--- src/rtl/rf_seq_pkg.sv ---
// Shared definitions for the register-file sequencer: opcodes, FSM states,
// default data width.
package rf_seq_pkg;

    localparam int DATA_W_DEF = 4;

    typedef enum logic [2:0] {
        OP_ADD = 3'b000,
        OP_SUB = 3'b001,
        OP_AND = 3'b010,
        OP_OR  = 3'b011,
        OP_XOR = 3'b100,
        OP_MOV = 3'b101,
        OP_LDI = 3'b110,
        OP_NOP = 3'b111
    } op_t;

    typedef enum logic [1:0] {
        IDLE = 2'd0,
        READ = 2'd1,
        EXEC = 2'd2,
        WB   = 2'd3
    } state_t;

    // Every opcode except NOP writes its result back to the register file.
    function automatic logic op_writes(input logic [2:0] op);
        return op != OP_NOP;
    endfunction

endpackage

--- src/rtl/rf_sequencer_alu4.sv ---
// Combinational ALU used by the sequencer's EXEC step.
module alu4
    import rf_seq_pkg::*;
#(
    parameter int DATA_W = DATA_W_DEF
) (
    input  logic [2:0]        OP,
    input  logic [DATA_W-1:0] A,
    input  logic [DATA_W-1:0] B,
    input  logic [DATA_W-1:0] IMM,
    output logic [DATA_W-1:0] result,
    output logic              C,
    output logic              Z
);

    logic [DATA_W:0] sum_ext;

    assign sum_ext = {1'b0, A} + {1'b0, B};

    // Result and carry per opcode; only ADD and SUB produce a carry.
    always_comb begin
        result = '0;
        C      = 1'b0;
        case (OP)
            OP_ADD: begin
                result = sum_ext[DATA_W-1:0];
                C      = sum_ext[DATA_W];
            end
            OP_SUB: begin
                result = A - B;
                C      = (A >= B);
            end
            OP_AND:  result = A & B;
            OP_OR:   result = A | B;
            OP_XOR:  result = A ^ B;
            OP_MOV:  result = A;
            OP_LDI:  result = IMM;
            default: result = '0;
        endcase
        Z = (result == '0);
    end

endmodule

--- src/rtl/rf_sequencer.sv ---
// Four-step instruction sequencer around an external register file:
// IDLE (accept) -> READ (fetch operands) -> EXEC (ALU) -> WB (write back),
// followed by a one-cycle done pulse back in IDLE.
module rf_sequencer
    import rf_seq_pkg::*;
#(
    parameter int DATA_W = DATA_W_DEF
) (
    input  logic              clk,
    input  logic              rst_n,
    input  logic              instr_valid,
    output logic              instr_ready,
    input  logic [2:0]        OP,
    input  logic [1:0]        RD,
    input  logic [1:0]        RS1,
    input  logic [1:0]        RS2,
    input  logic [DATA_W-1:0] IMM,
    output logic [1:0]        SEL_A,
    output logic [1:0]        SEL_B,
    input  logic [DATA_W-1:0] OUT_A,
    input  logic [DATA_W-1:0] OUT_B,
    output logic [1:0]        SEL_W,
    output logic [DATA_W-1:0] DATA_IN,
    output logic              write_en,
    output logic              done,
    output logic [DATA_W-1:0] RESULT,
    output logic              C,
    output logic              Z
);

    state_t state_reg, state_next;

    logic [2:0]        op_reg;
    logic [1:0]        rd_reg, rs1_reg, rs2_reg;
    logic [DATA_W-1:0] imm_reg;
    logic [DATA_W-1:0] a_reg, b_reg;
    logic [DATA_W-1:0] res_reg;
    logic              c_reg, z_reg;
    logic [DATA_W-1:0] result_reg;
    logic              c_out_reg, z_out_reg, done_reg;

    logic              load_instr, load_ops, load_res, finish;
    logic [DATA_W-1:0] alu_result;
    logic              alu_c, alu_z;

    alu4 #(.DATA_W(DATA_W)) u_alu (
        .OP     (op_reg),
        .A      (a_reg),
        .B      (b_reg),
        .IMM    (imm_reg),
        .result (alu_result),
        .C      (alu_c),
        .Z      (alu_z)
    );

    // State register; reset aborts any instruction in flight.
    always_ff @(posedge clk or negedge rst_n) begin
        if (!rst_n) state_reg <= IDLE;
        else        state_reg <= state_next;
    end

    // Next-state logic and per-state strobes. write_en is decoded from the
    // state so an asynchronous reset drops it at once.
    always_comb begin
        state_next  = state_reg;
        instr_ready = 1'b0;
        write_en    = 1'b0;
        load_instr  = 1'b0;
        load_ops    = 1'b0;
        load_res    = 1'b0;
        finish      = 1'b0;
        case (state_reg)
            IDLE: begin
                instr_ready = 1'b1;
                if (instr_valid) begin
                    load_instr = 1'b1;
                    state_next = READ;
                end
            end
            READ: begin
                load_ops   = 1'b1;
                state_next = EXEC;
            end
            EXEC: begin
                load_res   = 1'b1;
                state_next = WB;
            end
            WB: begin
                write_en   = op_writes(op_reg);
                finish     = 1'b1;
                state_next = IDLE;
            end
            default: state_next = IDLE;
        endcase
    end

    // Instruction fields are captured only on acceptance, so inputs seen while
    // busy never disturb an instruction in flight.
    always_ff @(posedge clk or negedge rst_n) begin
        if (!rst_n) begin
            op_reg  <= 3'd0;
            rd_reg  <= 2'd0;
            rs1_reg <= 2'd0;
            rs2_reg <= 2'd0;
            imm_reg <= '0;
        end else if (load_instr) begin
            op_reg  <= OP;
            rd_reg  <= RD;
            rs1_reg <= RS1;
            rs2_reg <= RS2;
            imm_reg <= IMM;
        end
    end

    // Operand capture in READ; this precedes WB, so RD may alias RS1/RS2.
    always_ff @(posedge clk or negedge rst_n) begin
        if (!rst_n) begin
            a_reg <= '0;
            b_reg <= '0;
        end else if (load_ops) begin
            a_reg <= OUT_A;
            b_reg <= OUT_B;
        end
    end

    // ALU result and flags registered in EXEC; res_reg feeds write-back data.
    always_ff @(posedge clk or negedge rst_n) begin
        if (!rst_n) begin
            res_reg <= '0;
            c_reg   <= 1'b0;
            z_reg   <= 1'b0;
        end else if (load_res) begin
            res_reg <= alu_result;
            c_reg   <= alu_c;
            z_reg   <= alu_z;
        end
    end

    // Visible result/flags update together with the done pulse and hold
    // until the next completion.
    always_ff @(posedge clk or negedge rst_n) begin
        if (!rst_n) begin
            result_reg <= '0;
            c_out_reg  <= 1'b0;
            z_out_reg  <= 1'b0;
            done_reg   <= 1'b0;
        end else begin
            done_reg <= finish;
            if (finish) begin
                result_reg <= res_reg;
                c_out_reg  <= c_reg;
                z_out_reg  <= z_reg;
            end
        end
    end

    assign SEL_A   = rs1_reg;
    assign SEL_B   = rs2_reg;
    assign SEL_W   = rd_reg;
    assign DATA_IN = res_reg;
    assign done    = done_reg;
    assign RESULT  = result_reg;
    assign C       = c_out_reg;
    assign Z       = z_out_reg;

endmodule

--- config.mk ---
export PLATFORM = sky130hd
export DESIGN_NAME = rf_sequencer
export DESIGN_NICKNAME = d
export VERILOG_FILES = /design/src/rtl/rf_seq_pkg.sv /design/src/rtl/rf_sequencer_alu4.sv /design/src/rtl/rf_sequencer.sv
export SDC_FILE = /design/constraint.sdc
export NUM_CORES = 1
export LEC_CHECK = 0
export CAP_MARGIN = 20
export CORE_UTILIZATION = 35
export DETAILED_ROUTE_END_ITERATION = 12
export DONT_BUFFER_PORTS = 1
export PLACE_DENSITY = 0.55
export SYNTH_ARGS = -nofsm -noshare
export SYNTH_HDL_FRONTEND = slang
export SYNTH_SLANG_ARGS = --single-unit
--- constraint.sdc ---
create_clock -name clk -period 2.9 [get_ports clk]
set_input_delay 0.29 -clock clk [delete_from_list [all_inputs] [get_ports clk]]
set_output_delay 0.29 -clock clk [all_outputs]
set_load 0.02 [all_outputs]
==> qor.yml <==
power:
  p_per_area_nw_per_um2: 1323
  vdd_drop_max_uv: 477.5
  p_leak_nw: 0.9632
  power_mw: 2.863
synthesis:
  yosysWarnings: 0
  synth_area_sq_um: 2012
  synth_nets: 226
  async_flop_share_pct: 100.0
  synth.avg_cell_area_sq_um: 10.93
  synth_edf_count: 0
  synth_area_leader_cell: "dfrtp_1"
  synth_area_leaders: "dfrtp_1 (45%), mux2_2 (11%), ha_1 (10%)"
  synth.top_cell.area_share_pct: 44.78
  synth.yosys.seq_area_share_pct: 44.78
  ys_ff_latch: 36
  synth_cells: 184
  ys.flop_type: "dfrtp_1"
  post_synth_num_cell_types: 42
timing:
  tns_ps: 0
  clock.fmax_mhz: 469.6
  max_slew_margin_pct: 53.79
  fin_skew_ps: 3.285
  setup_ws_ps: 770.4
  hold_viol: 0
  timing.final.crit_share_pct: 73.43
  worstMarginPinSlew_ps: 693.2
  finalMaxSlewViolations: 0
  period_needed_ps: 2130
  rsz0062_at_grt: "false"
  setup_viol: 0
final_layout:
  final_cell_area_sq_um: 2163
  drive_above_1_share_pct: 17.30
  n_antenna_cell: 0
  synthToLayoutAreaGrowth_pct: 7.525
  nets: 226
global_route:
  grt_max_degree: 37
  grt_pass1_vias: 1302
  antenna_found_initial: 0
  grt_pass1_wl_um: 6603
  track_usage_pct: 14.45
  grt_overflow_total: 0
place:
  place.gp.congestion: 0.8424
  dp_hpwl_um: 2816
  placed_area_sq_um: 2039
  port_buffers: 0
  place_ws_ps: 792.9
routing:
  drt-initial-drc-count: 60
  ant_nets: 0
  wirelength_um: 3964
  dr_total_vias: 1327
  drc: 0
  wl_per_cell_um: 15.42
  vias_per_cell: 5.163
  firstDrtPassIters: 4
cts:
  cts_tree: "yes"
  clkSinkCount: 36
  clk_path_buf_depth: 2
  clk-insertion-delay-late_ps: 290
  cts_buffers: 5
  clk_pin_slew_ps: 70
  root_buffer: "clkbuf_8"
  h-tree-depth: 2
floorplan:
  ios: 43
  fp.coreArea_sq_um: 5540
  initial_core_util_pct: 36.31
  die_h_um: 77.82
  die_area_sq_um: 6056
  die_w_um: 77.82
  num_rows: 27
critical_path:
  start_kind: "register"
  crit_required_ps: 3130
  worstPathArrival_ps: 2360
  r2r_cells: 9
  reg2reg_slack_ps: 770
  crit_chain: "inv_1 > ha_1 > inv_1 > fa_1 > nor2_1 > a211oi_1 > a211o_1 > nor3_1 > a32o_1"
  crit_type: "reg2reg"
  crit_top_cell: "inv_1"
  worstReg2RegStart: "a_reg[0]$_DFFE_PN0N_"
  slowest_delay_ps: 420
  worstReg2RegEnd: "z_reg$_DFFE_PN0P_"
  crit_path_top_delay_cell: "fa_1"
  endpoint_kind: "register"
  crit_fanout: 4
hold_path:
  hold_path.startpoint: "instr_valid"
  holdPathEnd: "state_reg[1]$_DFFE_PN0P_"
  hold_class: "in2reg"
  holdPathStages: 1
status:
  outcome: "complete, no violations"
job:
  drv_cap: 0
-- stage by stage --
stage,utilization [%],hold slack [ps],cells
2_1_floorplan,-,-5.591,184
3_3_place_gp,36.81,-4.538,247
6_report,39.05,79.57,257
5_1_grt,39.05,60.56,257
4_1_cts,39.05,68.35,257
3_5_place_dp,36.81,-4.320,247
-- placed cells by master (no fill, tap or decap), types with 2 or more instances in the layout --
cell      count
a211oi_1      4
a21o_1        2
a21oi_1       7
clkbuf_8      6
dfrtp_1      36
fa_1          2
ha_1         16
inv_1        16
mux2_2       20
mux2i_1       5
nand2_1      11
nor2_1        9
nor2b_1       2
nor3_1        4
o21ai_0      14
o21bai_1      2
o22ai_1       2
xnor2_1       2
-- worst max-delay path: cells and delay by family (launching register included) --
| kind | cells | cell delay (ps) |
|---|---|---|
| adders and majority gates | 2 | 600 |
| AOI/OAI and AO/OA | 3 | 580 |
| DFF | 1 | 380 |
| and+or+nand+nor | 2 | 340 |
| buffers and inverters | 2 | 170 |
-- power breakdown --
part	total (mW)	switching [mW]	leakage [nW]	internal, mW
logic	1.31	0.678	0.486	0.636
registers	1.18	0.427	0.433	0.750
clock network	0.372	0.179	0.0445	0.193
total	2.86	1.28	0.963	1.58
-- cell families (layout without fill, tap and decap cells) --
kind of cell / count (synthesis) / in the layout / share of synthesized area [%]
compound gates: 44 / 44 / 14.43
xor+xnor: 2 / 2 / 0.8708
fa+ha+maj: 18 / 18 / 11.94
buf+inv: 26 / 27 / 6.281
flops: 36 / 36 / 44.78
mux: 25 / 25 / 13.68
simple gates: 33 / 33 / 8.023
-- cells in the mapped netlist (3+ instances only) --
library cell   n
dfrtp_1       36
mux2_2        20
ha_1          16
inv_1         16
o21ai_0       14
nand2_1       11
nor2_1         9
a21oi_1        7
mux2i_1        5
a211oi_1       4
nor3_1         4
buf_6          3
clkbuf_1       3
-- worst max path at each step --
stage / cells after the start / from / to
final: 9 / a_reg[0]$_DFFE_PN0N_ / z_reg$_DFFE_PN0P_
after global routing: 9 / a_reg[0]$_DFFE_PN0N_ / z_reg$_DFFE_PN0P_
after CTS: 9 / a_reg[0]$_DFFE_PN0N_ / z_reg$_DFFE_PN0P_
after detailed placement: 9 / a_reg[0]$_DFFE_PN0N_ / z_reg$_DFFE_PN0P_
after global placement: 7 / b_reg[0]$_DFFE_PN0N_ / z_reg$_DFFE_PN0P_
after floorplan: 8 / a_reg[0]$_DFFE_PN0N_ / z_reg$_DFFE_PN0P_
-- routing by layer --
metal  GRT usage [%]  vias to the layer above  wire, um
li1                -                      634         -
met1           18.68                      638      1897
met2           21.50                       45      1753
met3           4.471                       10       200
met4           7.547                        0       112
met5               0                        -         0
-- cell type report --
class / count / area [sq um]
fill: 563 / 3377
multi-input combinational: 122 / 984.7
sequential: 36 / 900.9
tap: 72 / 90.09
clock buffer: 7 / 86.33
inverter: 17 / 63.81
timing repair buffer: 2 / 30.03
clock inverter: 1 / 7.507
-- repair_timing --
item | 4_1_cts | 5_1_grt
setup buffers | 0 | 0
endpoints found under the setup margin | 0 | 0
hold endpoints to repair | 36 | 0
resized for setup | 0 | 0
hold buffers | 2 | 0
Note: power is estimated with default switching activity, not from simulation.
